## src/rtl/display_pkg.sv

```systemverilog
// Shared constants and types for the multiplexed seven-segment display path.
package display_pkg;

  localparam int DIGITS_DEFAULT = 8;
  localparam logic [DIGITS_DEFAULT-1:0] AN_OFF = '1;

  typedef logic [3:0] nibble_t;

endpackage

```

## src/rtl/tick_gen.sv

```systemverilog
// Free-running prescaler: counts 0..DIV-1 and flags the last cycle of each slot.
module tick_gen #(
  parameter int DIV = 4,
  localparam int CW = (DIV > 1) ? $clog2(DIV) : 1
) (
  input  logic          clk,
  input  logic          rst,
  output logic [CW-1:0] cnt_d,
  output logic          tick
);

  logic [CW-1:0] cnt_q;

  always_comb begin
    tick  = (cnt_q == CW'(DIV - 1));
    cnt_d = tick ? '0 : cnt_q + CW'(1);
  end

  always_ff @(posedge clk) begin
    if (rst) cnt_q <= '0;
    else     cnt_q <= cnt_d;
  end

endmodule

```

## src/rtl/seven_seg_scanner.sv

```systemverilog
// Scans a 32-bit value one nibble per slot onto an 8-digit common-anode display,
// with frame-synchronous value update, leading-zero blanking and a guard interval.
module seven_seg_scanner
  import display_pkg::*;
#(
  parameter int CLK_HZ  = 100_000_000,
  parameter int TICK_HZ = 8_000,
  parameter int GUARD   = 16,
  parameter int DIGITS  = DIGITS_DEFAULT
) (
  input  logic                clk,
  input  logic                rst,
  input  logic [4*DIGITS-1:0] value_in,
  input  logic                load,
  input  logic                blank_lz,
  output nibble_t             digit_out,
  output logic [DIGITS-1:0]   an,
  output logic                frame_done
);

  localparam int DIV = CLK_HZ / TICK_HZ;
  localparam int CW  = (DIV > 1) ? $clog2(DIV) : 1;
  localparam int IW  = (DIGITS > 1) ? $clog2(DIGITS) : 1;

  // Bit k set when slot k>0 holds a leading zero (all nibbles at index >= k are 0).
  function automatic logic [DIGITS-1:0] lz_mask(input logic [4*DIGITS-1:0] v);
    logic [DIGITS-1:0] m;
    logic              zero_above;
    zero_above = 1'b1;
    for (int k = DIGITS - 1; k >= 0; k--) begin
      zero_above = zero_above && (v[4*k +: 4] == 4'h0);
      m[k]       = zero_above && (k != 0);
    end
    return m;
  endfunction

  logic [CW-1:0]       cnt_d;
  logic                tick;
  logic                wrap;
  logic [IW-1:0]       idx_q, idx_d;
  logic [4*DIGITS-1:0] shadow_q, shadow_d;
  logic [4*DIGITS-1:0] pending_q, pending_d;
  logic                pend_v_q, pend_v_d;
  nibble_t             digit_out_q, digit_out_d;
  logic [DIGITS-1:0]   an_q, an_d;
  logic                frame_done_q, frame_done_d;
  logic [DIGITS-1:0]   blank_mask;

  tick_gen #(.DIV(DIV)) u_tick_gen (
    .clk   (clk),
    .rst   (rst),
    .cnt_d (cnt_d),
    .tick  (tick)
  );

  // Outputs are computed from next-state values so they change on the slot edge.
  always_comb begin
    wrap      = tick && (idx_q == IW'(DIGITS - 1));
    idx_d     = idx_q;
    if (tick) idx_d = wrap ? '0 : idx_q + IW'(1);

    pending_d = load ? value_in : pending_q;
    pend_v_d  = pend_v_q | load;
    shadow_d  = shadow_q;
    if (wrap) begin
      pend_v_d = 1'b0;
      if (load)          shadow_d = value_in;
      else if (pend_v_q) shadow_d = pending_q;
    end

    digit_out_d = shadow_d[4*idx_d +: 4];
    blank_mask  = lz_mask(shadow_d);

    an_d = '1;
    if ((cnt_d >= CW'(GUARD)) && !(blank_lz && blank_mask[idx_d]))
      an_d[idx_d] = 1'b0;

    frame_done_d = wrap;
  end

  always_ff @(posedge clk) begin
    if (rst) begin
      idx_q        <= '0;
      shadow_q     <= '0;
      pending_q    <= '0;
      pend_v_q     <= 1'b0;
      digit_out_q  <= '0;
      an_q         <= '1;
      frame_done_q <= 1'b0;
    end else begin
      idx_q        <= idx_d;
      shadow_q     <= shadow_d;
      pending_q    <= pending_d;
      pend_v_q     <= pend_v_d;
      digit_out_q  <= digit_out_d;
      an_q         <= an_d;
      frame_done_q <= frame_done_d;
    end
  end

  assign digit_out  = digit_out_q;
  assign an         = an_q;
  assign frame_done = frame_done_q;

endmodule
```

## config.mk

```make
export PLATFORM = sky130hd
export DESIGN_NAME = seven_seg_scanner
export DESIGN_NICKNAME = d
export VERILOG_FILES = /design/src/rtl/display_pkg.sv /design/src/rtl/tick_gen.sv /design/src/rtl/seven_seg_scanner.sv
export SDC_FILE = /design/constraint.sdc
export NUM_CORES = 1
export LEC_CHECK = 0
export BUFFER_PORTS_ARGS = -buffer_cell sky130_fd_sc_hd__clkbuf_2
export CORE_MARGIN = 1
export CORE_UTILIZATION = 50
export DETAILED_ROUTE_END_ITERATION = 8
export GPL_ROUTABILITY_DRIVEN = 0
export MAX_ROUTING_LAYER = met4
export PLACE_DENSITY_LB_ADDON = 0.2
export SKIP_CTS_REPAIR_TIMING = 1
export SLEW_MARGIN = 20
export SYNTH_ARGS = -nofsm -noshare
export SYNTH_HDL_FRONTEND = slang
export SYNTH_SLANG_ARGS = --single-unit
```

## constraint.sdc

```tcl
create_clock -name clk -period 2.2 [get_ports clk]
set_input_delay 0.33 -clock clk [delete_from_list [all_inputs] [get_ports clk]]
set_output_delay 0.33 -clock clk [all_outputs]
set_load 0.02 [all_outputs]
```

* Word-level counts from Yosys, hierarchy flattened
Cells that the tools add are included.
Storage, ports and cells: bits of input ports 36, output and inout port bits 13, logic and storage cells 49, flip-flop bits (word level) 95
Cells by class: $lt $le $gt $ge 3, bitwise operators 3, eq/ne operators 2, shifts and indexed selects 1, muxes and demuxes 10, $add $sub $neg 2, reductions and logical operators 20
Operators with widths (number):
- $mux W32 | 3
- $shiftx A32 B6 Y4 | 1
- $logic_not A4 Y1 | 7
- $add A14 B1 Y14 const B | 1
- $eq A14 B14 Y1 const B | 1
- $ge A14 B5 Y1 const B | 1
- $mux W14 | 1
- $logic_and A1 B1 Y1 | 10
- $not A8 Y8 | 1
- $mux W3 | 2
- $lt A3 B4 Y1 const B | 1
- $reduce_or A2 Y1 | 2
- $add A3 B1 Y3 const B | 1
- $bmux W1 S3 | 1
- $demux W1 S3 | 1
- $eq A3 B3 Y1 const B | 1
- $ge A3 B1 Y1 const B | 1
- $mux W1 | 2
- $logic_not A1 Y1 | 1
- $not A1 Y1 | 1
- $or A1 B1 Y1 | 1

* Longest topological paths before layout
Gate-level depths: netlist (run 1).
depth in word-level cells 17, mapped depth 12, mapped depth without buffers 9

* Hierarchy
From an unflattened synthesis (run 1), not the netlist that was laid out.
Second synthesis, totals: cell total of the unflattened synthesis 523, area total of the unflattened synthesis 4501.8 um^2
Modules (own cells, without submodules):
- seven_seg_scanner | seq. area each 1621.6 um^2, cells each 442, area an instance 3773.6 um^2, instances 1
- tick_gen | seq. area each 280.3 um^2, cells each 81, area an instance 728.2 um^2, instances 1

* Least setup slack after synthesis (run 1)
OpenSTA, ideal clock, no wires.
path kind reg-to-reg, start point reg idx_q[1], end point reg an_q[1] (netlist: an[1]), setup slack -0.153 ns, setup time 0.063 ns, buffers on the path 2, data required time 2.137 ns, arrival time 2.290 ns, stages on the path, launching flop included 12, clock period less this slack 2.353 ns, cell sequence dfxtp_1 ha_1 ha_1 and3b_1 and4_4 buf_6 buf_6 mux2i_2 nand4_2 a2111oi_4 o2111ai_2 nand2_1
On the way: longest elaborated chain between the ends 17, elaborated cells on any way between the ends 32, those cells by class add/sub (1); order compare (2); eq/ne (1); mux (7); bitwise (2); reduce/logical (19)
Ends and longest elaborated chain:
- start, declared | line seven_seg_scanner.sv:40 | logic [IW-1:0] idx_q, idx_d;
- start signal, assigned | line seven_seg_scanner.sv:91 | idx_q <= idx_d;
- $eq A3 B3 Y1 | line seven_seg_scanner.sv:58 | wrap = tick && (idx_q == IW'(DIGITS - 1));
- $logic_and A1 B1 Y1 | line seven_seg_scanner.sv:58
- $mux W32 | line seven_seg_scanner.sv:65 | if (wrap) begin
- $logic_not A4 Y1 | line seven_seg_scanner.sv:31 | zero_above = zero_above && (v[4*k +: 4] == 4'h0);
- $logic_and A1 B1 Y1 (6 in series) | line seven_seg_scanner.sv:31
- $bmux W1 S3 | line seven_seg_scanner.sv:75 | if ((cnt_d >= CW'(GUARD)) && !(blank_lz && blank_mask[idx_d]))
- $mux W1 (not written as such) | line seven_seg_scanner.sv:75
- $logic_and A1 B1 Y1 | line seven_seg_scanner.sv:75
- $logic_not A1 Y1 | line seven_seg_scanner.sv:75
- $logic_and A1 B1 Y1 | line seven_seg_scanner.sv:75
- $not A1 Y1 (no source line)
- $reduce_or A2 Y1 (no source line)
- end signal, assigned | line seven_seg_scanner.sv:96 | an_q <= an_d;
- end, declared | line seven_seg_scanner.sv:45 | logic [DIGITS-1:0] an_q, an_d;
Parallel ways exist; a longest one is shown, timed or not. The select of a mux whose other input is x is not followed. A chain may end at the register's enable or synchronous reset.

* Worst setup path after layout (run 1)
start point reg idx_q[0], end point reg an_q[7] (netlist: an[7])
The elaborated chain is that of the path after synthesis.

==> summary.md, run 1 <==
| Metric | Value |
|---|---|
| Post-synth EDFFs | `0` |
| Critical Path Fanout Max | `8` |
| Leakage | `0.00242 uW` |
| Fin. Hold Viols | `0` |
| First-pass GRT wire length | `20,600 microns` |
| Post-synth top flop | `dfxtp_1` |
| Failing checks | `setup timing` |
| Crit-path leading delay family | `simple AND/OR/NAND/NOR gates` |
| Die X | `100 microns` |
| Row Count | `35` |
| Yosys cell types | `59` |
| Routed Antenna Nets | `0` |
| #FFs+latches synth | `95` |
| Avg WL per Cell | `16.0 microns` |
| Hold depth | `3` |
| FFs w/ async S/R, synth | `0%` |
| Clock Skew | `0.0156 ns` |
| Ant. Diodes | `0` |
| WL final | `13,000 microns` |
| Crit start category | `register` |
| Clock-pin slew on the worst setup and hold paths | `0.10 ns` |
| CTS sink count | `95` |
| Total Nets Final | `715` |
| Setup TNS | `-1.33 ns` |
| Hold Crit Class | `in -> reg` |
| Setup Crit Path Kind | `reg -> reg` |
| Largest net degree at the start of global routing | `43` |
| DP HPWL | `9140 microns` |
| Unrepaired setup endpoints after global routing | `true` |
| Fmax | `416 MHz` |
| Max Root-Sink Buffers | `2` |
| Core footprint | `9280 sq um` |
| R2R cell count | `10` |
| Worst slew margin | `65.2%` |
| Starting density of the core | `51.8%` |
| Post-Layout Cell Count | `810` |
| Vias per cell | `5.71` |
| IO buf count | `48` |
| Net count after synthesis | `621` |
| Tcrit/Tclk final | `109%` |
| Post-synthesis cell area | `4810 sq um` |
| Pwr Total | `3200 uW` |
| Syn-to-layout area delta | `28.2%` |
| Critical Path AT | `2.72 ns` |
| Worst IR Drop VDD | `0.340 mV` |
| Critical-path top delay cell | `a2111oi_4` |
| Layout cells sized above 1 | `30.4%` |
| CTS root buffer | `clkbuf_8` |
| Hold Slack | `0.199 ns` |
| Inserted Clock Buffers | `9` |
| Most used cell, CP | `ha_4` |
| R2r startpoint | `idx_q[0]` |
| Measured slew at the worst slew-check pin | `0.518 ns` |
| First-pass DRT Iterations | `5` |
| Hold Path End | `pending_q[4]` |
| Final worst slack | `-0.205 ns` |
| End of the worst register-to-register path | `an[7]` |
| Die Y | `100 microns` |
| DRT iter0 DRCs | `223` |
| Grt ovf | `0` |
| Pins Over Slew Limit | `0` |
| R2R Setup Slk | `-0.20 ns` |
| Setup violations, final | `9` |
| Power Density | `520 nW/um^2` |
| Vias in the first global route | `4,335` |
| Die ar. | `10,000 sq um` |
| Initial antenna violation count | `0` |
| DRC | `0` |
| Io pins | `49` |
| Worst min-delay path startpoint | `value_in[4]` |
| Worst skew pair latency | `0.37 ns` |
| Crit path cell chain | `ha_4 -> ha_4 -> and3b_1 -> and4_4 -> buf_12 -> mux2i_4 -> nand4_4 -> a2111oi_4 -> o2111ai_4 -> nand2_1` |
| Syn Inst Count | `582` |
| Syn_area_per_cell | `8.26 sq um` |
| CP bufs+invs | `1` |
| Sequential area share after synthesis | `39.6%` |
| TritonCTS clock tree | `built` |
| Status | `finished with violations` |
| Placed cells | `788` |
| H-tree levels | `3` |
| Vias | `4,624` |
| Gr usage total | `26.6%` |
| Worst path required time | `2.51 ns` |
| Min Tclk post-route | `2.40 ns` |
| Setup crit end kind | `register` |
| Max cap viols | `0` |
| Ys Warns | `0` |
| Worst path max stage delay | `0.37 ns` |
[through the flow]
step | utilization, % | instance area (sq um) | setup WS [ns]
after global routing | 66.4 | 6160 | -0.291
after detailed placement | 61.2 | 5680 | -0.234
after global placement | 61.2 | 5680 | -0.143
final | 66.4 | 6160 | -0.205
after CTS | 63.2 | 5860 | -0.269
after floorplan | - | 4920 | -0.0998
[power by group]
part	total, uW	internal [uW]	switching, uW
clock network	1100	454	648
logic	311	130	181
registers	1790	1760	32.2
[worst max-delay path by stage]
stage	startpoint	end	slack (ns)	depth (start not counted)
2_1_floorplan	idx_q[1]	an[1]	-0.1	11
3_3_place_gp	idx_q[1]	an[1]	-0.14	10
3_5_place_dp	idx_q[1]	an[7]	-0.23	10
4_1_cts	idx_q[1]	an[7]	-0.27	10
5_1_grt	idx_q[1]	an[7]	-0.29	10
6_report	idx_q[0]	an[7]	-0.20	10
[flip-flops by register name, summed over array words and instances (netlist names)]
signal and flops:
pending_q 32, shadow_q 32, u_tick_gen.cnt_q 14, an 8, digit_out 4, idx_q 3
frame_done 1, pend_v_q 1
[placed cells by master, fill, tap and decap left out, types with 12 or more instances in the layout]
| master | synthesis | layout |
|---|---|---|
| a21oi_1 | 13 | 12 |
| a31oi_1 | 24 | 24 |
| buf_4 | 2 | 73 |
| clkbuf_2 | 1 | 47 |
| dfxtp_1 | 95 | 89 |
| inv_1 | 21 | 21 |
| mux2i_1 | 43 | 35 |
| nand2_1 | 29 | 24 |
| nand2b_1 | 12 | 12 |
| nor2_1 | 105 | 103 |
| nor3_1 | 50 | 42 |
| o21ai_0 | 17 | 15 |
[Yosys cell counts, drive strengths merged (12+ instances only)]
cell type	instances	area, sq um
a31oi	24	150
buf	24	139
nor2	105	394
nor3	50	250
a21oi	14	73.8
nand2	29	109
mux2i	46	472
clkbuf	20	76.3
inv	21	78.8
o22ai	19	119
dfxtp	95	1900
o21ai	20	100
nand2b	12	75.1
[tightest hold or removal path: stages]
cell and delay [ns]:
clkbuf_2 0.08, mux2i_1 0.06, nor2_1 0.07
[area by class of cell]
class	count	area [sq um]
Fill cell	791	3120
Multi-Input combinational cell	422	2950
Sequential cell	95	1910
Timing Repair Buffer	127	882
Tap cell	129	161
Clock buffer	11	141
Inverter	21	78.8
Clock inverter	5	40.0
[metal layers]
layer	vias up	GRT usage (%)	routed length (microns)
met3	29	3.62	614
met2	146	42.8	6200
met5	-	-	0
li1	2267	-	-
met4	0	9.59	266
met1	2182	34.3	5880
[cells by family after synthesis]
kind of cell	after synthesis	synth area share, %
flops	95	39.6
simple gates	239	23.7
compound gates	116	16.6
buf+inv	65	6.12
fa+ha+maj	3	0.781
xor+xnor	15	2.73
mux	49	10.5
Note: power is estimated with default switching activity, not from simulation.
==> inputs of run 2 (changes only) <==
- ABC_AREA: default -> 0
- BUFFER_PORTS_ARGS: -buffer_cell sky130_fd_sc_hd__clkbuf_2 -> default
- DONT_BUFFER_PORTS: default -> 1
==> run 2 against run 1 <==
Against the previous run: the run still ends with setup timing left; critical path depth is the same; sequential share of layout area grew 1.1 points; design area shrank 3.7%; setup slack gained 0.054 ns; via count shrank 4.5%; register-to-register slack gained 0.05 ns; critical path type unchanged.
==> summary.md, run 2 (same netlist as run 1, synthesis figures left out) <==
| Metric | Value |
|---|---|
| Biggest regs | `pending_q x32, shadow_q x32, u_tick_gen.cnt_q x14` |
| Core footprint | `9280 sq um` |
| Worst min-delay path startpoint | `rst` |
| Die X | `100 microns` |
| Avg WL per Cell | `16.5 microns` |
| Commonest non-fill, non-tap cells in the layout | `105 x nor2_1, 92 x dfxtp_1, 67 x buf_4` |
| Clock-pin slew on the worst setup and hold paths | `0.10 ns` |
| Setup violations, final | `11` |
| Placed cells | `733` |
| Max Root-Sink Buffers | `2` |
| Post-Layout Cell Count | `760` |
| Row Count | `35` |
| Power Density | `534 nW/um^2` |
| Worst path required time | `2.52 ns` |
| DP HPWL | `8640 microns` |
| Most common cell after layout, fill and taps aside | `nor2_1` |
| Vias in the first global route | `4,134` |
| Setup crit end kind | `register` |
| Placed cell area | `5380 sq um` |
| Routed Antenna Nets | `0` |
| Die Y | `100 microns` |
| Status | `finished with violations` |
| Syn-to-layout area delta | `23.5%` |
| Leakage | `0.00223 uW` |
| WL final | `12,500 microns` |
| Measured slew at the worst slew-check pin | `0.565 ns` |
| Final worst slack | `-0.150 ns` |
| Multi-input logic area | `2920 sq um` |
| H-tree levels | `3` |
| Die ar. | `10,000 sq um` |
| Total Nets Final | `665` |
| Critical Path Fanout Max | `7` |
| R2r startpoint | `idx_q[0]` |
| DRC | `0` |
| R2R cell count | `10` |
| Inserted Clock Buffers | `9` |
| Worst IR Drop VDD | `0.395 mV` |
| Critical Path AT | `2.67 ns` |
| Unrepaired setup endpoints after global routing | `true` |
| CTS sink count | `95` |
| Grt ovf | `0` |
| Fill count | `772` |
| Post-layout util | `64.0%` |
| TritonCTS clock tree | `built` |
| Fin. Hold Viols | `0` |
| Gr usage total | `25.7%` |
| Pwr Total | `3170 uW` |
| Crit start category | `register` |
| Fmax | `425 MHz` |
| Layout cells sized above 1 | `23.5%` |
| Pins Over Slew Limit | `0` |
| Vias per cell | `5.81` |
| Failing checks | `setup timing` |
| First-pass DRT Iterations | `4` |
| Hold depth | `1` |
| Hold Crit Class | `in -> reg` |
| Ant. Diodes | `0` |
| Worst skew pair latency | `0.37 ns` |
| CTS root buffer | `clkbuf_8` |
| Hold Path End | `idx_q[0]` |
| Setup Crit Path Kind | `reg -> reg` |
| DRT iter0 DRCs | `244` |
| Min Tclk post-route | `2.35 ns` |
| IO buf count | `0` |
| Starting density of the core | `51.8%` |
| Register area | `1910 sq um` |
| Final Instance Area | `5940 sq um` |
| Largest net degree at the start of global routing | `85` |
| First-pass GRT wire length | `19,800 microns` |
| Hold Slack | `0.0457 ns` |
| Tcrit/Tclk final | `107%` |
| Initial antenna violation count | `0` |
| Vias | `4,418` |
| Max cap viols | `0` |
| Clock Skew | `0.0210 ns` |
| End of the worst register-to-register path | `an[2]` |
| Io pins | `49` |
| Worst slew margin | `62.0%` |
| R2R Setup Slk | `-0.15 ns` |
[run 2: worst max-delay path by stage]
stage | startpoint | end | slack, ns | cells past startpoint
3_3_place_gp | idx_q[1] | an[6] | -0.27 | 10
2_1_floorplan | idx_q[1] | an[1] | -0.1 | 11
4_1_cts | idx_q[0] | an[2] | -0.39 | 10
5_1_grt | idx_q[0] | an[5] | -0.23 | 10
3_5_place_dp | idx_q[1] | an[2] | -0.37 | 10
6_report | idx_q[0] | an[2] | -0.15 | 10
[run 2: layout make-up]
class	instances	share of cell area (%)
Timing Repair Buffer	77	11.4
Multi-Input combinational cell	422	49.1
Sequential cell	95	32.1
Clock buffer	10	2.15
Clock inverter	6	1.16
Inverter	21	1.33
Tap cell	129	2.72
[run 2: stage by stage]
step | setup TNS, ns | worst slack (ns)
5_1_grt | -2.17 | -0.226
4_1_cts | -3.34 | -0.385
3_3_place_gp | -2.29 | -0.268
2_1_floorplan | -0.699 | -0.0998
6_report | -1.24 | -0.150
3_5_place_dp | -3.18 | -0.370
[run 2: per-layer routing]
metal	GRT usage [%]	wire (microns)
met5	-	0
met4	10.5	283
met3	3.06	728
met2	40.1	5900
met1	34.1	5630
[run 2: power breakdown]
| part | internal (uW) | switching [uW] |
|---|---|---|
| clock network | 532 | 636 |
| logic | 105 | 106 |
| registers | 1760 | 33.7 |
[run 2: critical path, stage by stage, from the launching register on]
cell       delay [ns]
dfxtp_2          0.36
ha_4             0.13
ha_4             0.12
and3b_1          0.15
and4_4           0.29
buf_12           0.17
mux2i_4          0.27
nand4_2          0.16
a2111oi_4        0.35
o2111ai_4        0.20
nand2_1          0.11
